`src/rtl/gray_compare_monitor.sv`:
```
// gray_compare_monitor
//   Compares a Gray-code bus from a counter under test against a reference
//   Gray bus. Once armed by a run of enabled cycles it flags every sampled
//   mismatch, counts mismatches with a saturating counter and captures the
//   first offending pair. With GRAY_STEP_CHECK_EN defined it also flags
//   dut_gray steps that change two or more bits between consecutive samples.
//
// Configuration macro: GRAY_STEP_CHECK_EN (undefined = no step checking,
//   step_err tied low, no previous-value register).
//
// Ports
//   clk        in   clock, rising edge
//   reset      in   asynchronous active-high reset
//   enable     in   sample and check the buses this cycle
//   clear      in   synchronous clear of sticky flag, counter and captures
//   dut_gray   in   [WIDTH]  Gray value from the counter under test
//   ref_gray   in   [WIDTH]  Gray value from the reference model
//   err        out  registered mismatch flag, one cycle after the sample
//   err_sticky out  set at first counted mismatch, held until clear/reset
//   err_count  out  [CNT_W] saturating mismatch count
//   first_dut  out  [WIDTH] dut_gray at first counted mismatch
//   first_ref  out  [WIDTH] ref_gray at first counted mismatch
//   step_err   out  registered Gray-step violation on dut_gray
//   armed      out  high while in CHECK
module gray_compare_monitor #(
   parameter int WIDTH = 5,
   parameter int CNT_W = 8
) (
   input  logic             clk,
   input  logic             reset,
   input  logic             enable,
   input  logic             clear,
   input  logic [WIDTH-1:0] dut_gray,
   input  logic [WIDTH-1:0] ref_gray,
   output logic             err,
   output logic             err_sticky,
   output logic [CNT_W-1:0] err_count,
   output logic [WIDTH-1:0] first_dut,
   output logic [WIDTH-1:0] first_ref,
   output logic             step_err,
   output logic             armed
);

   typedef enum logic [1:0] {IDLE, ARM, CHECK} state_t;

   state_t state, state_nxt;
   logic   sample;
   logic   in_check;
   logic   mismatch;

   assign mismatch = (dut_gray != ref_gray);

   // state register
   always_ff @(posedge clk or posedge reset) begin
      if (reset) state <= IDLE;
      else       state <= state_nxt;
   end

   // next state: any disabled cycle drops back to IDLE so a new run
   // always re-arms before step checking resumes
   always_comb begin
      state_nxt = state;
      if (!enable) begin
         state_nxt = IDLE;
      end else begin
         case (state)
            IDLE:    state_nxt = ARM;
            ARM:     state_nxt = CHECK;
            CHECK:   state_nxt = CHECK;
            default: state_nxt = IDLE;
         endcase
      end
   end

   // state outputs
   always_comb begin
      armed    = (state == CHECK);
      sample   = enable && (state != IDLE);
      in_check = enable && (state == CHECK);
   end

   // mismatch flag, counter and first-failure capture; clear beats a
   // simultaneous mismatch for the history but err still reports it
   always_ff @(posedge clk or posedge reset) begin
      if (reset) begin
         err        <= 1'b0;
         err_sticky <= 1'b0;
         err_count  <= '0;
         first_dut  <= '0;
         first_ref  <= '0;
      end else begin
         err <= sample && mismatch;
         if (clear) begin
            err_sticky <= 1'b0;
            err_count  <= '0;
            first_dut  <= '0;
            first_ref  <= '0;
         end else if (sample && mismatch) begin
            if (err_count != '1) err_count <= err_count + CNT_W'(1);
            if (!err_sticky) begin
               err_sticky <= 1'b1;
               first_dut  <= dut_gray;
               first_ref  <= ref_gray;
            end
         end
      end
   end

`ifdef GRAY_STEP_CHECK_EN
   logic [WIDTH-1:0] prev_gray;
   logic [WIDTH-1:0] diff;
   logic             multi_bit;

   // x & (x-1) clears the lowest set bit; nonzero leftover means >= 2 bits
   always_comb begin
      diff      = dut_gray ^ prev_gray;
      multi_bit = (diff & (diff - WIDTH'(1))) != '0;
   end

   // ARM samples only load prev_gray, so a fresh run never checks stale data
   always_ff @(posedge clk or posedge reset) begin
      if (reset) begin
         prev_gray <= '0;
         step_err  <= 1'b0;
      end else begin
         step_err <= in_check && multi_bit;
         if (sample) prev_gray <= dut_gray;
      end
   end
`else
   logic unused_check;
   assign unused_check = in_check;
   assign step_err     = 1'b0;
`endif

endmodule

```
`config.mk`:
```
export PLATFORM = sky130hd
export DESIGN_NAME = gray_compare_monitor
export DESIGN_NICKNAME = d
export VERILOG_FILES = /design/src/rtl/gray_compare_monitor.sv
export SDC_FILE = /design/constraint.sdc
export NUM_CORES = 1
export LEC_CHECK = 0
export ABC_AREA = 1
export BUFFER_PORTS_ARGS = -buffer_cell sky130_fd_sc_hd__clkbuf_2
export CORE_MARGIN = 2
export CORE_UTILIZATION = 55
export CTS_CLUSTER_SIZE = 24
export DETAILED_ROUTE_END_ITERATION = 7
export HOLD_SLACK_MARGIN = 0.05
export PLACE_DENSITY = 0.95
export SYNTH_ARGS = -nofsm -noshare
export SYNTH_HDL_FRONTEND = slang
export SYNTH_SLANG_ARGS = --single-unit
```
`constraint.sdc`:
```
create_clock -name clk -period 4.5 [get_ports clk]
set_clock_uncertainty 0.15 [all_clocks]
set_input_delay 0.9 -clock clk [delete_from_list [all_inputs] [get_ports clk]]
set_output_delay 0.9 -clock clk [all_outputs]
set_load 0.02 [all_outputs]
```
# Word level (Yosys, flattened, before mapping)
# Index checks and enable logic that the tools add are counted.
[totals]
output_inout_bits = 22
inputBits = 14
word_cells = 34
ff_bits = 22
[op_classes]
n_eq_ne = 5
reduce_logical = 9
addsub = 1
n_mux = 13
[ops]
columns = ["cell", "count"]
rows = [
  ["2-to-1 mux 5 bit", 6],
  ["2-to-1 mux 8 bit", 3],
  ["adder 8 x 1 -> 8 bit, second input constant", 1],
  ["inequality test 8 bit, second input constant", 1],
  ["nonzero test 2 bit", 3],
  ["inequality test 5 bit", 1],
  ["one-hot mux 2 bit (2 select lines)", 1],
  ["AND reduction 2 bit", 2],
  ["equality test 2 x 1 -> 1 bit, second input constant", 1],
  ["equality test 2 bit, second input constant", 1],
  ["logical AND 1 bit", 2],
  ["zero test 2 bit", 1],
  ["2-to-1 mux 1 bit", 2],
  ["2-to-1 mux 2 bit", 1],
  ["inequality test 2 bit, second input constant", 1],
  ["OR reduction 2 bit", 1],
]

# Logic depth before layout (Yosys ltp)
[logic_depth]
depth_word = 5
mapped_depth = 9
ltp_nobuf = 9

# Worst setup path before layout
# No wires, ideal clock.
[synth_timing]
path_kind = "input to register"
startpoint = "in clear"
endpoint = "reg first_dut[2]"
arrival_time_ns = 1.581
path_stages = 5
slack_ns = 2.652
required_time_ns = 4.233
setup_ns = 0.117
path_buffers = 2
cell_sequence = "buf_2 -> dlygate4sd1_1 -> nor2_1 -> nand2_1 -> nand2_1"
[synth_via]
elab_chain_cells = 2
word_cells_on_any_way = 4
cone_classes = "eq/ne (1); mux (1); reduce/logical (2)"
[synth_lines]
columns = ["element", "line_no", "rtl"]
rows = [
  ["from (decl)", "32", "input logic clear,"],
  ["inequality test 2 bit (no source line) / nonzero test 2 bit (equally long branches)", "--", ""],
  ["AND reduction 2 bit (no source line)", "--", ""],
  ["to (signal assigned)", "102", "first_dut <= dut_gray;"],
  ["to (decl)", "38", "output logic [WIDTH-1:0] first_dut,"],
]
# Parallel ways exist; a longest one is shown, timed or not.
# A chain may end at the register's enable or synchronous reset.

# Worst setup path in the final report
[layout_timing]
startpoint = "reg state[0]"
endpoint = "out armed"
[layout_via]
elab_chain_cells = 1
[layout_lines]
columns = ["element", "line_no", "rtl"]
rows = [
  ["from (decl)", "46", "state_t state, state_nxt;"],
  ["from (signal assigned)", "56", "else state <= state_nxt;"],
  ["equality test 2 bit", "77", "armed = (state == CHECK);"],
  ["to (decl)", "41", "output logic armed"],
]
# Every way passes these cells.

==> results.toml <==
[run_status]
status = "finished clean"

[drt]
drtIter0Drc = 25
drtPass1Iterations = 6
antenna_left = 0
drc = 0
vias_per_cell = 5.06
avgRoutedWirePerCell_um = 10.9
totalWireLength_mm = 2.54
vias = 1174

[cells_and_area]
final_nets = 223
fillCellCount = 215
layout-drive-gt1-share_pct = 23.5
diodes = 0
area_delta_synth_final_pct = 16.1

[flow_run]
drv_cap = 0

[critical_path]
start_kind = "flip-flop"
r2r_end = "first_ref[1]"
path_class = "reg -> out"
r2r_start = "state[0]"
reg2regPathDepth = 7
crit_required_ns = 3.45
worstPathArrival_ns = 1.12
worstPathMaxFanout = 3
ff2ff_setup_slack_ns = 2.72
end_kind = "output port"

[clock_network]
cts_made_buffers = 3
root_buffer = "clkbuf_4"
hold_buffers = 0
cts_tree = "built"
clkTransAtPathRegs_ns = 0.13
cts_resized = 0
postCtsSetupBuffers = 0
insertion_delay_ns = 0.31
numClockSinks = 22
clockBufferDepth = 2
htreeDepth = 1

[die]
die_w_um = 52.3
fp.dieArea_um2 = 2730
std_cell_rows = 17
core-area_um2 = 2210
ios = 36
die_h_um = 52.3
start_util_pct = 58.0

[yosys]
ys_types = 23
synth_warnings = 0
syn_nets = 190
synthFlopType = "dfrtp_1"
syn_inst = 172
synth_area_um2 = 1280
ys_top_cells_by_area = "dfrtp_1 43%, nand2_1 16%, nand3_1 8.6%, inv_1 7.0%, nor2_1 5.9%"
yosysSeqAreaShare_pct = 42.9
yosysTopAreaCell = "dfrtp_1"
yosysTopAreaCellShare_pct = 42.9
synthMostInstantiatedCell = "nand2_1"
synth_seq_cells = 22
synth-edff-count = 0
avgSynthCellArea_um2 = 7.46
ys_top_cells_by_count = "54 x nand2_1, 24 x inv_1, 22 x dfrtp_1, 22 x nand3_1, 20 x nor2_1"
async_reset_ff_share_pct = 100

[timing]
fmax_ghz = 0.461
fin_crit_ns = 2.17
period_share_pct = 48.2
finalSetupTns_ns = 0
finalHoldViolations = 0
rsz0062_at_grt = "no"
slew_headroom_pct = 46.0
finalMaxSlewViolations = 0
worstMarginPinSlew_ns = 0.809
fin_ws_ns = 2.33
setup_viol = 0

[global_routing]
grt_overflow = 0
grt_start_max_net_pins = 23
antenna_found_initial = 0
grt_pass1_wl_mm = 4.39
first_global_vias = 1071
grt_util_all_layers_pct = 21.7

[power_and_ir_drop]
leakagePower_uw = 0.000899
peakVddDrop_uv = 199
power.density_nw_per_um2 = 350

[worst_hold_path]
hp-class = "reg -> reg"
hold_end = "first_dut[0]"
hp-start = "first_dut[0]"
hold_depth = 2

[placement]
pre_cts_ws_ns = 2.07
routabilityCongestion = 0.840
dp_hpwl_mm = 1.95
port_buffers = 34
==> worst max-delay path, stage by stage, from the launching register on <==
cell and delay, ns:
dfrtp_1 0.39, inv_1 0.10, ha_1 0.15, clkbuf_2 0.16
==> logic make-up (layout without fill, tap and decap cells) <==
family          Yosys count  count (layout)  synth area share, %
flops                    22              22                 42.9
buf+inv                  30              62                 11.0
fa+ha+maj                 4               4                 3.90
other cells               1               1                0.292
xor+xnor                  3               3                 2.05
simple gates            109             109                 38.6
compound gates            3               3                 1.17
==> state kept, by name (all words and copies together), names as in the netlist <==
name	flops
err_count	8
first_dut	5
first_ref	5
state	2
err	1
err_sticky	1
==> layout by cell type, fill, tap and decap left out, drive strengths merged, types with 2 or more instances in the layout <==
| master | netlist | routed |
|---|---|---|
| nor3 | 3 | 3 |
| nor2 | 22 | 22 |
| ha | 4 | 4 |
| xor2 | 2 | 2 |
| nand2 | 58 | 58 |
| clkbuf | 1 | 37 |
| nand3 | 25 | 25 |
| inv | 24 | 24 |
| a21oi | 2 | 2 |
| dfrtp | 22 | 22 |
==> cell type report <==
class / instances / area [µm²] / area share (%)
multi-input combinational: 120 / 591 / 39.7
sequential: 22 / 551 / 37.0
timing repair buffer: 34 / 170 / 11.4
inverter: 24 / 90.1 / 6.05
tap: 28 / 35.0 / 2.35
clock inverter: 1 / 30.0 / 2.02
clock buffer: 3 / 22.5 / 1.51
==> metal layers <==
layer	up-vias	GRT usage [%]	part of all wire, %
met2	33	38.1	51
met1	550	25.2	41
met3	5	2.29	5.1
met4	0	12.8	2.2
li1	586	-	-
met5	-	0	0
==> through the flow <==
| stage | utilization (%) | power, µW | cells | instance area, µm² | hold slack (ns) |
|---|---|---|---|---|---|
| floorplan | - | 336 | 172 | 1280 | 0.463 |
| global placement | 64.9 | 367 | 228 | 1440 | 0.346 |
| detailed placement | 64.9 | 374 | 228 | 1440 | 0.349 |
| CTS | 67.3 | 525 | 232 | 1490 | 0.378 |
| global route | 67.3 | 550 | 232 | 1490 | 0.394 |
| finish | 67.3 | 522 | 232 | 1490 | 0.379 |
==> power by group <==
group          switching, µW  internal (µW)
Clock                   62.8           90.1
Combinational           91.2           43.7
Sequential              14.6            219
Total                    169            353
==> how the worst max path moves through the flow <==
| stage | start | to | slack (ns) | depth (start not counted) |
|---|---|---|---|---|
| after floorplan | clear | first_dut[2] | 2.65 | 5 |
| after global placement | clear | first_dut[3] | 2.14 | 5 |
| after detailed placement | clear | first_ref[1] | 2.07 | 5 |
| after CTS | state[0] | armed | 2.32 | 3 |
| after global routing | state[0] | armed | 2.26 | 3 |
| final | state[0] | armed | 2.33 | 3 |
Note: power is estimated with default switching activity, not from simulation.
